==> config.mk <==
export PLATFORM = sky130hd
export DESIGN_NAME = mdu_ctrl
export DESIGN_NICKNAME = d
export VERILOG_FILES = /design/src/rtl/mdu_ctrl_pkg.sv /design/src/rtl/mdu_div_step.sv /design/src/rtl/mdu_ctrl.sv
export SDC_FILE = /design/constraint.sdc
export NUM_CORES = 1
export LEC_CHECK = 0
export CORE_MARGIN = 2
export CORE_UTILIZATION = 25
export CTS_BUF_LIST = sky130_fd_sc_hd__clkbuf_4
export CTS_CLUSTER_DIAMETER = 40
export DETAILED_ROUTE_END_ITERATION = 7
export GPL_TIMING_DRIVEN = 0
export HOLD_SLACK_MARGIN = 0.02
export PLACE_DENSITY = 0.44
export RECOVER_POWER = 100
export SLEW_MARGIN = 0
export SYNTH_ARGS = -nofsm -noshare
export SYNTH_HDL_FRONTEND = slang
export SYNTH_SLANG_ARGS = --single-unit
==> constraint.sdc <==
create_clock -name clk -period 11.8 [get_ports clk]
set_clock_uncertainty 0.2 [all_clocks]
set_input_delay 1.18 -clock clk [delete_from_list [all_inputs] [get_ports clk]]
set_output_delay 1.18 -clock clk [all_outputs]
set_load 0.05 [all_outputs]
==> src/rtl/mdu_ctrl_pkg.sv <==
// mdu_ctrl_pkg: shared state encoding, op_i one-hot bit positions and width default
// for the EX-stage multiply/divide sequencer.
`default_nettype none

package mdu_ctrl_pkg;

  localparam int MDU_WIDTH = 32;

  // Bit positions inside op_i; same order as the low 4 bits of hilo_op.
  localparam int OP_MULT  = 3;
  localparam int OP_MULTU = 2;
  localparam int OP_DIV   = 1;
  localparam int OP_DIVU  = 0;

  typedef enum logic [2:0] {
    ST_IDLE = 3'd0,
    ST_MUL  = 3'd1,
    ST_DIV  = 3'd2,
    ST_DIVZ = 3'd3,
    ST_DONE = 3'd4
  } mdu_state_t;

endpackage

`default_nettype wire

==> src/rtl/mdu_div_step.sv <==
// mdu_div_step: one restoring-division iteration on a {remainder, dividend/quotient}
// register: shift left, trial subtract, keep the difference and set the quotient bit if no borrow.
`default_nettype none

module mdu_div_step #(
  parameter int WIDTH = 32
) (
  input  logic [2*WIDTH-1:0] rem_quo,
  input  logic [WIDTH-1:0]   divisor,
  output logic [2*WIDTH-1:0] next_rem_quo
);

  logic [2*WIDTH:0] shifted;
  logic [WIDTH:0]   diff;

  assign shifted = {rem_quo, 1'b0};
  // The remainder is always below the divisor, so the shifted top part is below
  // twice the divisor and a successful subtract always fits in WIDTH bits.
  assign diff = shifted[2*WIDTH:WIDTH] - {1'b0, divisor};

  assign next_rem_quo = diff[WIDTH] ? shifted[2*WIDTH-1:0]
                                    : {diff[WIDTH-1:0], shifted[WIDTH-1:1], 1'b1};

endmodule

`default_nettype wire

==> src/rtl/mdu_ctrl.sv <==
// mdu_ctrl: iterative multiply/divide sequencer with pipeline stall request and HI/LO result pulse.
// Optional MDU_FAST_MUL_EN: mult/multu use a single-cycle multiplier (result one cycle after accept).
`default_nettype none

module mdu_ctrl
  import mdu_ctrl_pkg::*;
#(
  parameter int WIDTH = MDU_WIDTH,
  parameter int CNT_W = 6
) (
  input  logic             clk,
  input  logic             rst,
  input  logic             op_valid_i,
  input  logic [3:0]       op_i,
  input  logic [WIDTH-1:0] src1_i,
  input  logic [WIDTH-1:0] src2_i,
  input  logic             annul_i,
  output logic             stallreq_o,
  output logic             busy_o,
  output logic             res_valid_o,
  output logic [WIDTH-1:0] hi_o,
  output logic [WIDTH-1:0] lo_o
);

  mdu_state_t           state;
  logic [CNT_W-1:0]     cnt;
  logic [2*WIDTH-1:0]   acc;
  logic [WIDTH-1:0]     opnd;
  logic                 neg_res;
  logic                 neg_rem;

  logic                 live;
  logic                 op_onehot;
  logic                 is_div_in;
  logic                 is_signed_in;
  logic                 s1_neg;
  logic                 s2_neg;
  logic [WIDTH-1:0]     a_mag;
  logic [WIDTH-1:0]     b_mag;
  logic                 last;

  logic [WIDTH:0]       mul_sum;
  logic [2*WIDTH-1:0]   mul_next;
  logic [2*WIDTH-1:0]   mul_fix;
  logic [2*WIDTH-1:0]   div_next;
  logic [WIDTH-1:0]     quo_fix;
  logic [WIDTH-1:0]     rem_fix;

  assign live         = op_valid_i && !annul_i && !rst;
  assign op_onehot    = (op_i != 4'd0) && ((op_i & (op_i - 4'd1)) == 4'd0);
  assign is_div_in    = op_i[OP_DIV] | op_i[OP_DIVU];
  assign is_signed_in = op_i[OP_MULT] | op_i[OP_DIV];
  assign s1_neg       = is_signed_in & src1_i[WIDTH-1];
  assign s2_neg       = is_signed_in & src2_i[WIDTH-1];
  assign a_mag        = s1_neg ? -src1_i : src1_i;
  assign b_mag        = s2_neg ? -src2_i : src2_i;
  assign last         = (cnt == CNT_W'(WIDTH - 1));

  // Shift-add: multiplier sits in the low half, product grows in from the top.
  assign mul_sum  = {1'b0, acc[2*WIDTH-1:WIDTH]} + (acc[0] ? {1'b0, opnd} : {(WIDTH+1){1'b0}});
  assign mul_next = {mul_sum, acc[WIDTH-1:1]};
  assign mul_fix  = neg_res ? -mul_next : mul_next;

  mdu_div_step #(.WIDTH(WIDTH)) u_div_step (
    .rem_quo      (acc),
    .divisor      (opnd),
    .next_rem_quo (div_next)
  );

  assign quo_fix = neg_res ? -div_next[WIDTH-1:0] : div_next[WIDTH-1:0];
  assign rem_fix = neg_rem ? -div_next[2*WIDTH-1:WIDTH] : div_next[2*WIDTH-1:WIDTH];

`ifdef MDU_FAST_MUL_EN
  logic [2*WIDTH-1:0] fast_a;
  logic [2*WIDTH-1:0] fast_b;
  logic [2*WIDTH-1:0] fast_prod;

  assign fast_a    = {{WIDTH{op_i[OP_MULT] & src1_i[WIDTH-1]}}, src1_i};
  assign fast_b    = {{WIDTH{op_i[OP_MULT] & src2_i[WIDTH-1]}}, src2_i};
  assign fast_prod = fast_a * fast_b;
`endif

  always_comb begin
    stallreq_o = 1'b0;
    case (state)
      ST_IDLE: stallreq_o = live && op_onehot;
      ST_DONE: stallreq_o = 1'b0;
      default: stallreq_o = live;
    endcase
  end

  assign busy_o = (state != ST_IDLE);

  always_ff @(posedge clk or posedge rst) begin
    if (rst) begin
      state       <= ST_IDLE;
      cnt         <= '0;
      acc         <= '0;
      opnd        <= '0;
      neg_res     <= 1'b0;
      neg_rem     <= 1'b0;
      res_valid_o <= 1'b0;
      hi_o        <= '0;
      lo_o        <= '0;
    end else begin
      res_valid_o <= 1'b0;
      case (state)
        ST_IDLE: begin
          if (live && op_onehot) begin
            cnt     <= '0;
            neg_res <= s1_neg ^ s2_neg;
            neg_rem <= is_div_in & s1_neg;
            if (is_div_in) begin
              acc   <= {{WIDTH{1'b0}}, a_mag};
              opnd  <= b_mag;
              state <= (src2_i == '0) ? ST_DIVZ : ST_DIV;
            end else begin
`ifdef MDU_FAST_MUL_EN
              state       <= ST_DONE;
              res_valid_o <= 1'b1;
              hi_o        <= fast_prod[2*WIDTH-1:WIDTH];
              lo_o        <= fast_prod[WIDTH-1:0];
`else
              acc   <= {{WIDTH{1'b0}}, b_mag};
              opnd  <= a_mag;
              state <= ST_MUL;
`endif
            end
          end
        end
        ST_MUL: begin
          if (!live) begin
            state <= ST_IDLE;
          end else begin
            acc <= mul_next;
            cnt <= cnt + CNT_W'(1);
            if (last) begin
              state       <= ST_DONE;
              res_valid_o <= 1'b1;
              hi_o        <= mul_fix[2*WIDTH-1:WIDTH];
              lo_o        <= mul_fix[WIDTH-1:0];
            end
          end
        end
        ST_DIV: begin
          if (!live) begin
            state <= ST_IDLE;
          end else begin
            acc <= div_next;
            cnt <= cnt + CNT_W'(1);
            if (last) begin
              state       <= ST_DONE;
              res_valid_o <= 1'b1;
              hi_o        <= rem_fix;
              lo_o        <= quo_fix;
            end
          end
        end
        ST_DIVZ: begin
          if (!live) begin
            state <= ST_IDLE;
          end else begin
            // Re-applying the dividend sign to its magnitude restores src1 exactly.
            state       <= ST_DONE;
            res_valid_o <= 1'b1;
            hi_o        <= neg_rem ? -acc[WIDTH-1:0] : acc[WIDTH-1:0];
            lo_o        <= '1;
          end
        end
        ST_DONE: state <= ST_IDLE;
        default: state <= ST_IDLE;
      endcase
    end
  end

endmodule

`default_nettype wire

* After elaboration in Yosys (flattened, before gate mapping) *
Index checks and enable logic that the tools add are counted.

word-level totals
  register bits = 172
  bits of input ports = 72
  output and inout port bits = 67
  logic and storage cells = 100

operators by class
  add/subtract/negate cells = 10
  equality and inequality tests = 13
  multiplexer cells = 41
  bitwise gates (word level) = 7
  reduce and logical (&&, ||, !) cells = 20

operators by type and width
  operator                                        number
  2-to-1 mux 32 bit                               18
  2-to-1 mux 64 bit                               5
  one-hot mux 32 bit (3 select lines)             2
  one-hot mux 64 bit (3 select lines)             1
  negator 32 bit                                  5
  negator 64 bit                                  1
  adder 32 x 32 -> 33 bit                         1
  subtractor 33 x 32 -> 33 bit                    1
  logical NOT 32 bit                              1
  2-to-1 mux 3 bit                                4
  2-to-1 mux 6 bit                                2
  != test 2 bit (second input constant)           6
  one-hot mux 6 bit (2 select lines)              1
  one-hot mux 3 bit (3 select lines)              1
  nonzero test 3 bit                              3
  adder 6 x 1 -> 6 bit (second input constant)    1
  == test 3 x 2 -> 1 bit (second input constant)  2
  == test 6 x 5 -> 1 bit (second input constant)  1
  AND reduction 6 bit                             1
  AND 4 bit                                       1
  logical AND 1 bit                               4
  logical NOT 4 bit                               1
  2-to-1 mux 1 bit                                4
  one-hot mux 1 bit (2 select lines)              2
  other kinds (17)                                22

* Longest topological paths before layout *
  depth in word-level cells = 7
  depth in mapped cells = 28
  depth with buffers taken out = 24

* Modules after synthesis *
Synthesis repeated with hierarchy kept, for this count alone.

second synthesis, totals
  cells, all modules = 2442
  area, all modules = 18353.9 µm²

by module, submodules not included
  module        times used  cells an instance  area each (µm²)  sequential area each (µm²)
  mdu_ctrl      1           2102               15803.9          4304.1
  mdu_div_step  1           340                2549.9           0.0

* Worst setup path before layout *
No wires, ideal clock.

  path kind = register to register
  start = reg acc[31]
  end = reg hi_o[22]
  setup time = 134 ps
  data arrival time = 5811 ps
  data required time = 11466 ps
  slack = 5655 ps
  cell stages (with the launch flop) = 29
  buffers on the path = 4
  clock period less this slack = 6145 ps
  cells stage by stage = dfrtp_1 clkbuf_1 inv_1 ha_1 inv_1 fa_1 a211oi_1 o21ai_1 o21ai_1 a211o_1 a311o_1 nand2_1 inv_2 buf_2 buf_2 buf_2 mux2i_1 ha_1 inv_1 nor2_1 o211ai_1 or4_1 nor4_1 a32oi_1 nand3b_2 o21ai_0 xor2_1 a222oi_1 o21ai_0

between the ends
  longest elaborated chain between the ends = 7
  elaborated cells on any way between the ends = 11
  classes of those cells = 3 x add/sub; 8 x mux

RTL lines
  element                                RTL line            source
  from (decl)                            mdu_ctrl.sv:27      logic [2*WIDTH-1:0] acc;
  from (signal assigned)                 mdu_ctrl.sv:114     acc <= {{WIDTH{1'b0}}, a_mag};
  from (signal assigned)                 mdu_ctrl.sv:124     acc <= {{WIDTH{1'b0}}, b_mag};
  from (signal assigned)                 mdu_ctrl.sv:135     acc <= mul_next;
  subtractor 33 x 32 -> 33 bit           mdu_div_step.sv:19  assign diff = shifted[2*WIDTH:WIDTH] - {1'b0, divisor};
  2-to-1 mux 64 bit                      mdu_div_step.sv:21  assign next_rem_quo = diff[WIDTH] ? shifted[2*WIDTH-1:0]
  negator 32 bit                         mdu_ctrl.sv:71      assign rem_fix = neg_rem ? -div_next[2*WIDTH-1:WIDTH] : div_next[2*WIDTH-1:WIDTH];
  2-to-1 mux 32 bit                      mdu_ctrl.sv:71
  2-to-1 mux 32 bit                      mdu_ctrl.sv:151     if (last) begin
  2-to-1 mux 32 bit                      mdu_ctrl.sv:146     if (!live) begin
  one-hot mux 32 bit (3 select lines) *  mdu_ctrl.sv:107     case (state)
  to (signal assigned)                   mdu_ctrl.sv:140     hi_o <= mul_fix[2*WIDTH-1:WIDTH];
  to (signal assigned)                   mdu_ctrl.sv:154     hi_o <= rem_fix;
  to (signal assigned)                   mdu_ctrl.sv:166     hi_o <= neg_rem ? -acc[WIDTH-1:0] : acc[WIDTH-1:0];
  to (decl)                              mdu_ctrl.sv:21      output logic [WIDTH-1:0] hi_o,

Mark *: on every way between the ends. The rest lies on a longest branch, timed or not. The select of a mux whose other input is x is not followed.
A chain may end at the register's enable or synchronous reset.

* Worst setup path after layout *
  start = reg acc[31]
  end = reg hi_o[26]

The elaborated chain is that of the path after synthesis.

==> run metrics <==
violated checks capacitance limit, slew limit; CTS buffer count 17; core area 70300 um2; DR vias/cell 5.72; Die Area 73400 um2; Syn Area/Cell 7.39 um2; initial antenna violation count 2; Layout Nets 2714; CTS root buf clkbuf_4; fraction of the mapped netlist area in adder cells 0.0527; port bufs 138; Synth Area in Compound Gates 0.290; die width 271 um; Slew Limit Fails 183; Final setup viols 0; PwrDens 233 nW/um2; Synth top area share 0.242; hold crit path type reg -> reg; Worst R2R Start acc[31]; I/O pin cnt 139; DP Wirelength 76200 um; final setup TNS 0 ns; Reg-to-Reg End hi_o[26]; Worst-Margin Slew 6.17 ns; FILL cells 7697; Starting Density 0.253; crit path launch type flop; via count 20100; hold depth 2; Worst Hold Endpoint hi_o[10]; Synth Flop Type dfrtp_1; Yosys reg bits 172; Register-to-Register Path Depth 28; synth cell count leaders nor2_1, nand2_1, o21ai_0; Post-Synthesis Cells 2410; vias in the first global route 19100; Synth Area in Simple Gates 0.228; Critical Path RT 12.22 ns; DRT Pass-1 Iters 7; period utilisation layout 0.849; Post-CTS Hold Fix Bufs 0; CTS tree done; clock buffer depth 2; net count after synthesis 2555; post-synthesis xor/xnor area fraction 0.121; Synth Cell Area 17800 um2; DRC Markers 0; initial detailed-routing violation count 2397; largest net degree at the start of global routing 106; most used cell, CP inv_1; max_cap viols 3; Reg2Reg Setup Slack 1.78 ns; largest family of logic cells by synthesized area compound AO/OA/AOI/OAI gates; Finished Core Util 0.294; mux cell area share after synthesis 0.0155; Synth async-reset ratio 1.00; kind of critical path reg -> reg; Hold Startpoint hi_o[10]; CP endpoint kind flop; gr ovfl total 0; status complete, but fails checks; WL final 93700 um; RSZ-0062 raised after global routing false; VDD IR max 0.115 mV; Seq/Total Area, Yosys 0.242; post-cts sizing count 0; Synth cell types 105; GRT Total Usage 0.250; first-pass GRT wire length 135000 um; Routed wire per std cell 26.6 um; Cell Rows 97; Die Ht 271 um; worst path arrival time 10.43 ns; Synth Warn # 0; Fin. Hold Viols 0; Leak 8.11 nW; DRT antenna net count 0; worst skew pair latency 0.76 ns; Critical Path Fanout Max 10; gpl congestion 1.03; fmax 99.8 MHz; Num Clock Sinks 172; clock-pin slew on the worst setup and hold paths 0.16 ns; ranking of synthesized cells by area dfrtp_1, o21ai_0, a21oi_1; Slowest cell on crit path a2bb2oi_1; Tmin final 10.02 ns; Slowest Stage Delay on Critical Path 1.05 ns; Area Overhead vs Synth 15.9%; Slew HR -3.12; leading area contributor after synthesis dfrtp_1; CTS HTree Levels 4; number of flops mapped to enable cells by yosys 0; post-CTS setup buffers 0; most frequent cell after synthesis nor2_1; layout cells sized above 1 0.0399
==> kinds of logic after synthesis <==
group | after synthesis
muxes | 27
adders and majority gates | 74
and+or+nand+nor | 861
xor gates and xnor gates | 245
AOI/OAI and AO/OA | 796
DFF | 172
buffers and inverters | 235
==> placed cells by master (no fill, tap or decap), types with 19 or more instances in the layout <==
cell	n
inv_1	69
a21oi_1	219
o211ai_1	23
dfrtp_1	172
o21ai_0	227
a31oi_1	19
a222oi_1	35
o21a_1	24
xor2_1	121
ha_1	71
nand2_1	263
clkbuf_1	139
o31ai_1	34
nor2_1	291
clkdlybuf4s50_1	67
a21o_1	26
nor3_1	51
a221oi_1	29
or3_1	28
xnor2_1	122
nand3_1	29
nand4_1	21
nor4_1	37
nand2b_1	28
dlygate4sd3_1	71
o22ai_1	23
mux2i_1	23
==> flip-flops by register name, summed over array words and instances (netlist names) <==
| register | cells |
|---|---|
| neg_rem | 1 |
| hi_o | 32 |
| cnt | 6 |
| neg_res | 1 |
| acc | 64 |
| res_valid_o | 1 |
| lo_o | 32 |
| opnd | 32 |
| state | 3 |
==> cell type report <==
class / instances / area [um2] / area share
timing repair buffer: 140 / 1390 / 0.0674
buffer: 164 / 644 / 0.0312
clock buffer: 18 / 135 / 0.00654
inverter: 71 / 268 / 0.0130
clock inverter: 14 / 135 / 0.00654
multi-input combinational: 2003 / 12600 / 0.610
antenna: 1 / 2.50 / 0.000121
sequential: 172 / 4300 / 0.208
tap: 940 / 1180 / 0.0569
==> worst max path at each step <==
stage,startpoint,end,slack [ns],cells after the start
after floorplan,acc[31],hi_o[22],5.66,28
after global placement,rst,hi_o[13],2.87,2
after detailed placement,acc[31],hi_o[22],3.21,28
after CTS,acc[31],hi_o[22],3.15,28
after global routing,acc[31],hi_o[22],1.28,28
final,acc[31],hi_o[26],1.78,28
==> stage by stage <==
| step | hold WS (ns) | setup slack [ns] | cell area (um2) | cells | power (W) |
|---|---|---|---|---|---|
| finish | 0.287 | 1.78 | 20700 | 3523 | 0.00480 |
| global route | 0.319 | 1.28 | 20700 | 3523 | 0.00503 |
| CTS | 0.297 | 3.15 | 20700 | 3522 | 0.00471 |
| detailed placement | 0.268 | 3.21 | 20400 | 3490 | 0.00432 |
| global placement | 0.266 | 2.87 | 20400 | 3488 | 0.00432 |
| floorplan | 0.246 | 5.66 | 17800 | 2410 | 0.00298 |
==> report_power, final <==
group          total, W  switching (W)  leakage [nW]  internal (W)
registers      0.000814       0.000127          2.22      0.000687
clock network  0.000366       0.000254         0.148      0.000111
logic           0.00362        0.00253          5.75       0.00109
==> metal layers <==
metal	GRT usage	routed length [um]	vias to the layer above
li1	-	-	9079
met1	0.338	40200	9833
met2	0.392	41300	1074
met3	0.0401	7820	161
met4	0.109	4390	2
met5	0	13	-
==> critical path: cells and delay by family, from the launching register on <==
kind	cells	cell delay, ns
XOR/XNOR	1	0.16
adder cells (fa/ha/maj)	3	0.77
AND/OR/NAND/NOR	5	1.68
flip-flops	1	0.35
multiplexers	1	0.32
AO/OA/AOI/OAI	10	4.26
buffers and inverters	8	2.09
Power figures use the tool's default switching activity.
